<file path="src/rtl/des_key_scheduler_if.sv">
// Handshake and data bundle between a DES round datapath and its key scheduler.
// The master side drives start/key/advance; the scheduler (slave) returns subkeys and status.
interface des_key_scheduler_if;
  logic        start_strobe_din;
  logic        decrypt_mode_din;
  logic [0:63] key_din;
  logic        key_advance_din;
  logic [0:47] round_key_dout;
  logic        round_key_valid_dout;
  logic [3:0]  round_number_dout;
  logic        busy_dout;
  logic        done_strobe_dout;

  modport master (
    output start_strobe_din,
    output decrypt_mode_din,
    output key_din,
    output key_advance_din,
    input  round_key_dout,
    input  round_key_valid_dout,
    input  round_number_dout,
    input  busy_dout,
    input  done_strobe_dout
  );

  modport slave (
    input  start_strobe_din,
    input  decrypt_mode_din,
    input  key_din,
    input  key_advance_din,
    output round_key_dout,
    output round_key_valid_dout,
    output round_number_dout,
    output busy_dout,
    output done_strobe_dout
  );
endinterface

</file>
<file path="src/rtl/des_key_scheduler.sv">
// Sequential DES key schedule: one 48-bit subkey per advance, K1..K16 for encrypt
// and K16..K1 for decrypt, computed by rotating the PC-1 halves in place.
module des_key_scheduler (
  input  logic                 clk,
  input  logic                 reset,
  des_key_scheduler_if.slave   ks
);

  localparam logic [0:0] ST_IDLE  = 1'b0;
  localparam logic [0:0] ST_ROUND = 1'b1;

  // Tables hold 1-based FIPS bit positions.
  localparam int PC1_TAB [0:55] = '{
    57, 49, 41, 33, 25, 17,  9,  1, 58, 50, 42, 34, 26, 18,
    10,  2, 59, 51, 43, 35, 27, 19, 11,  3, 60, 52, 44, 36,
    63, 55, 47, 39, 31, 23, 15,  7, 62, 54, 46, 38, 30, 22,
    14,  6, 61, 53, 45, 37, 29, 21, 13,  5, 28, 20, 12,  4
  };

  localparam int PC2_TAB [0:47] = '{
    14, 17, 11, 24,  1,  5,  3, 28, 15,  6, 21, 10,
    23, 19, 12,  4, 26,  8, 16,  7, 27, 20, 13,  2,
    41, 52, 31, 37, 47, 55, 30, 40, 51, 45, 33, 48,
    44, 49, 39, 56, 34, 53, 46, 42, 50, 36, 29, 32
  };

  function automatic logic [0:55] pc1(input logic [0:63] key);
    logic [0:55] r;
    r = '0;
    for (int i = 0; i < 56; i++) begin
      r[i] = key[PC1_TAB[i] - 1];
    end
    return r;
  endfunction

  function automatic logic [0:47] pc2(input logic [0:55] cd);
    logic [0:47] r;
    r = '0;
    for (int i = 0; i < 48; i++) begin
      r[i] = cd[PC2_TAB[i] - 1];
    end
    return r;
  endfunction

  // Left-shift count applied on the way into FIPS round `round` (1..16).
  function automatic logic [1:0] shift_of(input logic [4:0] round);
    logic [1:0] r;
    r = 2'd2;
    if (round == 5'd1 || round == 5'd2 || round == 5'd9 || round == 5'd16) begin
      r = 2'd1;
    end
    return r;
  endfunction

  function automatic logic [0:27] rotl(input logic [0:27] h, input logic [1:0] n);
    logic [0:27] r;
    r = {h[1:27], h[0]};
    if (n == 2'd2) begin
      r = {h[2:27], h[0:1]};
    end
    return r;
  endfunction

  function automatic logic [0:27] rotr(input logic [0:27] h, input logic [1:0] n);
    logic [0:27] r;
    r = {h[27], h[0:26]};
    if (n == 2'd2) begin
      r = {h[26:27], h[0:25]};
    end
    return r;
  endfunction

  logic [0:0]  state_q, state_d;
  logic [0:27] c_q, c_d;
  logic [0:27] d_q, d_d;
  logic [4:0]  cnt_q, cnt_d;
  logic        dec_q, dec_d;
  logic        done_q, done_d;

  logic [0:55] key_pc1;
  logic [1:0]  sh_enc;
  logic [1:0]  sh_dec;
  logic [4:0]  num_full;

  assign key_pc1 = pc1(ks.key_din);
  assign sh_enc  = shift_of(cnt_q + 5'd1);
  // Decrypt undoes the shift that led into the round currently being presented.
  assign sh_dec  = shift_of(5'd17 - cnt_q);

  always_comb begin
    state_d = state_q;
    c_d     = c_q;
    d_d     = d_q;
    cnt_d   = cnt_q;
    dec_d   = dec_q;
    done_d  = 1'b0;
    case (state_q)
      ST_IDLE: begin
        if (ks.start_strobe_din) begin
          state_d = ST_ROUND;
          cnt_d   = 5'd1;
          dec_d   = ks.decrypt_mode_din;
          // Shifts sum to 28, so the unrotated halves already give K16.
          if (ks.decrypt_mode_din) begin
            c_d = key_pc1[0:27];
            d_d = key_pc1[28:55];
          end else begin
            c_d = rotl(key_pc1[0:27], 2'd1);
            d_d = rotl(key_pc1[28:55], 2'd1);
          end
        end
      end
      default: begin
        if (ks.key_advance_din) begin
          if (cnt_q == 5'd16) begin
            state_d = ST_IDLE;
            cnt_d   = 5'd0;
            dec_d   = 1'b0;
            c_d     = '0;
            d_d     = '0;
            done_d  = 1'b1;
          end else begin
            cnt_d = cnt_q + 5'd1;
            if (dec_q) begin
              c_d = rotr(c_q, sh_dec);
              d_d = rotr(d_q, sh_dec);
            end else begin
              c_d = rotl(c_q, sh_enc);
              d_d = rotl(d_q, sh_enc);
            end
          end
        end
      end
    endcase
  end

  always_ff @(posedge clk or posedge reset) begin
    if (reset) begin
      state_q <= ST_IDLE;
      c_q     <= '0;
      d_q     <= '0;
      cnt_q   <= 5'd0;
      dec_q   <= 1'b0;
      done_q  <= 1'b0;
    end else begin
      state_q <= state_d;
      c_q     <= c_d;
      d_q     <= d_d;
      cnt_q   <= cnt_d;
      dec_q   <= dec_d;
      done_q  <= done_d;
    end
  end

  // Index 16 reads as 0 in four bits; round_key_valid_dout separates it from idle.
  always_comb begin
    num_full = 5'd0;
    if (state_q == ST_ROUND) begin
      num_full = dec_q ? (5'd17 - cnt_q) : cnt_q;
    end
  end

  assign ks.round_key_dout       = pc2({c_q, d_q});
  assign ks.round_key_valid_dout = (state_q == ST_ROUND);
  assign ks.busy_dout            = (state_q == ST_ROUND);
  assign ks.round_number_dout    = num_full[3:0];
  assign ks.done_strobe_dout     = done_q;

endmodule

</file>
<file path="src/flat_wrapper.sv">
// flat-port wrapper written by rule: the top's interface ports become plain ports
module des_key_scheduler_flat 
  (clk, reset, ks_start_strobe_din, ks_decrypt_mode_din, ks_key_din, ks_key_advance_din, ks_round_key_dout, ks_round_key_valid_dout, ks_round_number_dout, ks_busy_dout, ks_done_strobe_dout);
  des_key_scheduler_if ks_i ();
  input  logic clk;
  input  logic reset;
  input wire logic [$bits(ks_i.start_strobe_din)-1:0] ks_start_strobe_din;
  input wire logic [$bits(ks_i.decrypt_mode_din)-1:0] ks_decrypt_mode_din;
  input wire logic [$bits(ks_i.key_din)-1:0] ks_key_din;
  input wire logic [$bits(ks_i.key_advance_din)-1:0] ks_key_advance_din;
  output wire logic [$bits(ks_i.round_key_dout)-1:0] ks_round_key_dout;
  output wire logic [$bits(ks_i.round_key_valid_dout)-1:0] ks_round_key_valid_dout;
  output wire logic [$bits(ks_i.round_number_dout)-1:0] ks_round_number_dout;
  output wire logic [$bits(ks_i.busy_dout)-1:0] ks_busy_dout;
  output wire logic [$bits(ks_i.done_strobe_dout)-1:0] ks_done_strobe_dout;
  assign ks_i.start_strobe_din = ks_start_strobe_din;
  assign ks_i.decrypt_mode_din = ks_decrypt_mode_din;
  assign ks_i.key_din = ks_key_din;
  assign ks_i.key_advance_din = ks_key_advance_din;
  assign ks_round_key_dout = ks_i.round_key_dout;
  assign ks_round_key_valid_dout = ks_i.round_key_valid_dout;
  assign ks_round_number_dout = ks_i.round_number_dout;
  assign ks_busy_dout = ks_i.busy_dout;
  assign ks_done_strobe_dout = ks_i.done_strobe_dout;
  des_key_scheduler u_core (.clk(clk), .reset(reset), .ks(ks_i));
endmodule
</file>
<file path="config.mk">
export PLATFORM = sky130hd
export DESIGN_NAME = des_key_scheduler_flat
export DESIGN_NICKNAME = d
export VERILOG_FILES = /design/src/rtl/des_key_scheduler_if.sv /design/src/rtl/des_key_scheduler.sv /design/src/flat_wrapper.sv
export SDC_FILE = /design/constraint.sdc
export NUM_CORES = 1
export LEC_CHECK = 0
export BUFFER_PORTS_ARGS = -buffer_cell sky130_fd_sc_hd__buf_2
export CAP_MARGIN = 20
export CORE_MARGIN = 2
export CORE_UTILIZATION = 61
export CTS_CLUSTER_DIAMETER = 50
export DETAILED_ROUTE_END_ITERATION = 10
export PLACE_DENSITY = 0.93
export SYNTH_ARGS = -nofsm -noshare
export SYNTH_HDL_FRONTEND = slang
export SYNTH_SLANG_ARGS = --single-unit
export TNS_END_PERCENT = 20
</file>
<file path="constraint.sdc">
create_clock -name clk -period 6.05 [get_ports clk]
set_clock_uncertainty 0.1 [all_clocks]
set_input_delay 0.3025 -clock clk [delete_from_list [all_inputs] [get_ports clk]]
set_output_delay 0.3025 -clock clk [all_outputs]
set_load 0.005 [all_outputs]
</file>
==> results.toml <==
[yosys]
synth-seq-area-share = 0.2566
yosysTopAreaCell = "dfrtp_1"
synth_edf_count = 0
synth-seq-cells = 64
synth_xor_area_frac = 0.002806
synth_simple_gate_area_frac = 0.2277
synth.most_common_cell = "nor3_1"
synthCells = 716
synth_top_family_by_area = "simple AND/OR/NAND/NOR gates"
synthArstFlopShare = 1.000
ys_warn_count = 0
synth_cell_types = 43
synth_common_cells = "172 x nor3_1, 113 x mux2i_1, 64 x dfrtp_1"
syn_nets = 791
synth.top_cell.area_share = 0.2566
synth_compound_area_frac = 0.1980
synthFlopType = "dfrtp_1"
synth_area_per_cell_um2 = 8.718
synth.area.mux_share = 0.1812
syn_area_mm2 = 0.006242
synthAdderAreaFrac = 0.01203
yosys-top-cells-area = "dfrtp_1 26%, mux2i_1 18%, nor3_1 14%"

[floorplanning]
io_pins = 124
std_cell_rows = 36
fp.dieW_um = 105.2
coreArea_mm2 = 0.009864
dieArea_mm2 = 0.01106
die_height_um = 105.2
start_util = 0.6328

[worst_setup_path]
r2r_start = "u_core.cnt_q[0]"
path_class = "reg -> out"
cp.required_ps = 5650
r2r-end = "u_core.c_q[17]"
rr_worst_depth = 9
crit_arrival_ps = 2810
start_kind = "flip-flop"
cp-end-kind = "primary output"
reg2reg_slack_ps = 2900
path_max_fanout = 88

[routing]
drt-total-wl_um = 16430
routedWlPerCell_um = 18.97
dr.first_iter.drc_count = 579
antenna_left = 0
routed-via-count = 5762
drc_errors = 0
drt-vias-per-instance = 6.654
firstDrtPassIters = 5

[pwr]
p_leak_uw = 0.003091
power_density_mw_per_mm2 = 503.4
irDropWorstVdd_v = 0.0002510
power_uw = 3324

[clocking]
cts_root_buffer = "clkbuf_8"
postCtsHoldBufs = 0
cts_tree = "done"
clock_latency_ps = 370
clkTransAtPathRegs_ps = 70
clockBufferDepth = 2
postCtsResizedCells = 0
htree_levels = 3
cts_sinks = 64
post_cts_buffers = 0
numCtsBuffers = 9

[hold_path]
min_to = "u_core.cnt_q[1]"
hp-start = "ks_start_strobe_din"
min_path_cells = 2
min_path_type = "in -> reg"

[timing]
fmax_mhz = 311.7
fin_setup_tns_ps = 0
min_period_over_period = 0.5302
max_slew.worst_pin.slew_ps = 962.5
final-setup-viol-count = 0
whs_ps = 59.26
min_period_ps = 3208
maxSlewViolCount = 0
slew_headroom = 0.3583
hold_viol = 0
grt_setup_unrepaired = "no"

[final_layout]
syn_to_final_growth_pct = 5.773
drive_above_1_share = 0.2592
fillers = 777
utilization = 0.6693
num_antenna_cells = 0
fin_nets = 803

[global_route]
grt_use_total = 0.2983
grt_max_degree = 89
grt_remaining_overflow = 0
grt_pass1_wl_um = 27180
grt_antenna_before_repair = 2
grt_pass1_vias = 5523

[status]
status = "finished, final reports clean"

[place]
gp_congestion = 0.8864
io_buffer_count = 115
hpwl_um = 10730

[run]
max_cap_viol_count = 0
[power breakdown]
part	total (µW)	internal [µW]	switching, µW
registers	976	630	346
clock network	454	272	182
logic	1890	837	1060
[worst max-delay path, stage by stage, from the launching register on]
cell and delay, ps:
dfrtp_4 940, buf_4 810, nor2b_1 250, xnor2_1 130
and2_1 140, buf_2 110
[cell families after synthesis]
kind of cell               after synthesis
xor gates and xnor gates                 2
buffers and inverters                  129
and+or+nand+nor                        266
AOI/OAI and AO/OA                      136
DFF                                     64
muxes                                  113
adders and majority gates                6
[registers in the layout, indices dropped and copies added, names as in the netlist]
| name | cells |
|---|---|
| u_core.ks.done_strobe_dout | 1 |
| u_core.cnt_q | 5 |
| u_core.d_q | 28 |
| u_core.dec_q | 1 |
| u_core.ks.busy_dout | 1 |
| u_core.c_q | 28 |
[worst max path at each step]
stage / endpoint / startpoint / slack, ps / cells after the start
6_report: ks_round_number_dout[3] / u_core.dec_q / 2840 / 5
3_5_place_dp: u_core.c_q[17] / u_core.cnt_q[0] / 2600 / 8
3_3_place_gp: u_core.d_q[18] / u_core.cnt_q[0] / 2890 / 8
2_1_floorplan: u_core.d_q[10] / u_core.cnt_q[2] / 3650 / 10
5_1_grt: ks_round_number_dout[3] / u_core.dec_q / 2690 / 5
4_1_cts: u_core.c_q[17] / u_core.cnt_q[0] / 2590 / 8
[routing by layer]
layer | track usage | vias to the layer above | share of wire
met4 | 0.1381 | 4 | 0.037
li1 | - | 2654 | -
met5 | 0 | - | 0.0016
met2 | 0.4865 | 305 | 0.48
met3 | 0.05240 | 64 | 0.080
met1 | 0.3845 | 2735 | 0.40
[area by class of cell]
| type | instances | area (µm²) | area share |
|---|---|---|---|
| clock buffer | 10 | 127.6 | 0.01933 |
| clock inverter | 6 | 107.6 | 0.01630 |
| inverter | 6 | 22.52 | 0.003411 |
| multi-input combinational | 523 | 3901 | 0.5909 |
| sequential | 64 | 1607 | 0.2433 |
| tap | 133 | 166.4 | 0.02520 |
| timing repair buffer | 124 | 670.6 | 0.1016 |
[cells in the final DEF (no fill, tap or decap), types with 2 or more instances in the layout]
master | synthesis | routed
nor2b_1 | 5 | 5
buf_12 | 0 | 2
mux2i_1 | 113 | 113
nor3_1 | 172 | 172
nor2_1 | 4 | 4
o21ai_0 | 6 | 6
a21oi_1 | 61 | 60
nand2b_1 | 57 | 57
bufinv_16 | 0 | 3
o41ai_2 | 41 | 41
dfrtp_1 | 64 | 62
a31oi_1 | 3 | 3
nand2_1 | 11 | 10
clkbuf_8 | 0 | 9
and2_1 | 4 | 4
buf_4 | 54 | 8
nor4_1 | 2 | 2
ha_1 | 6 | 6
buf_2 | 16 | 114
clkinv_2 | 0 | 2
inv_1 | 6 | 5
o31ai_1 | 3 | 3
o41ai_1 | 15 | 15
[through the flow]
step | cells | instance area (µm²) | setup slack [ps]
after global routing | 866 | 6603 | 2691
final | 866 | 6603 | 2842
after global placement | 848 | 6327 | 2889
after CTS | 864 | 6563 | 2593
after floorplan | 716 | 6242 | 3654
after detailed placement | 848 | 6327 | 2604
No activity file was read; power rests on OpenSTA's default activity.
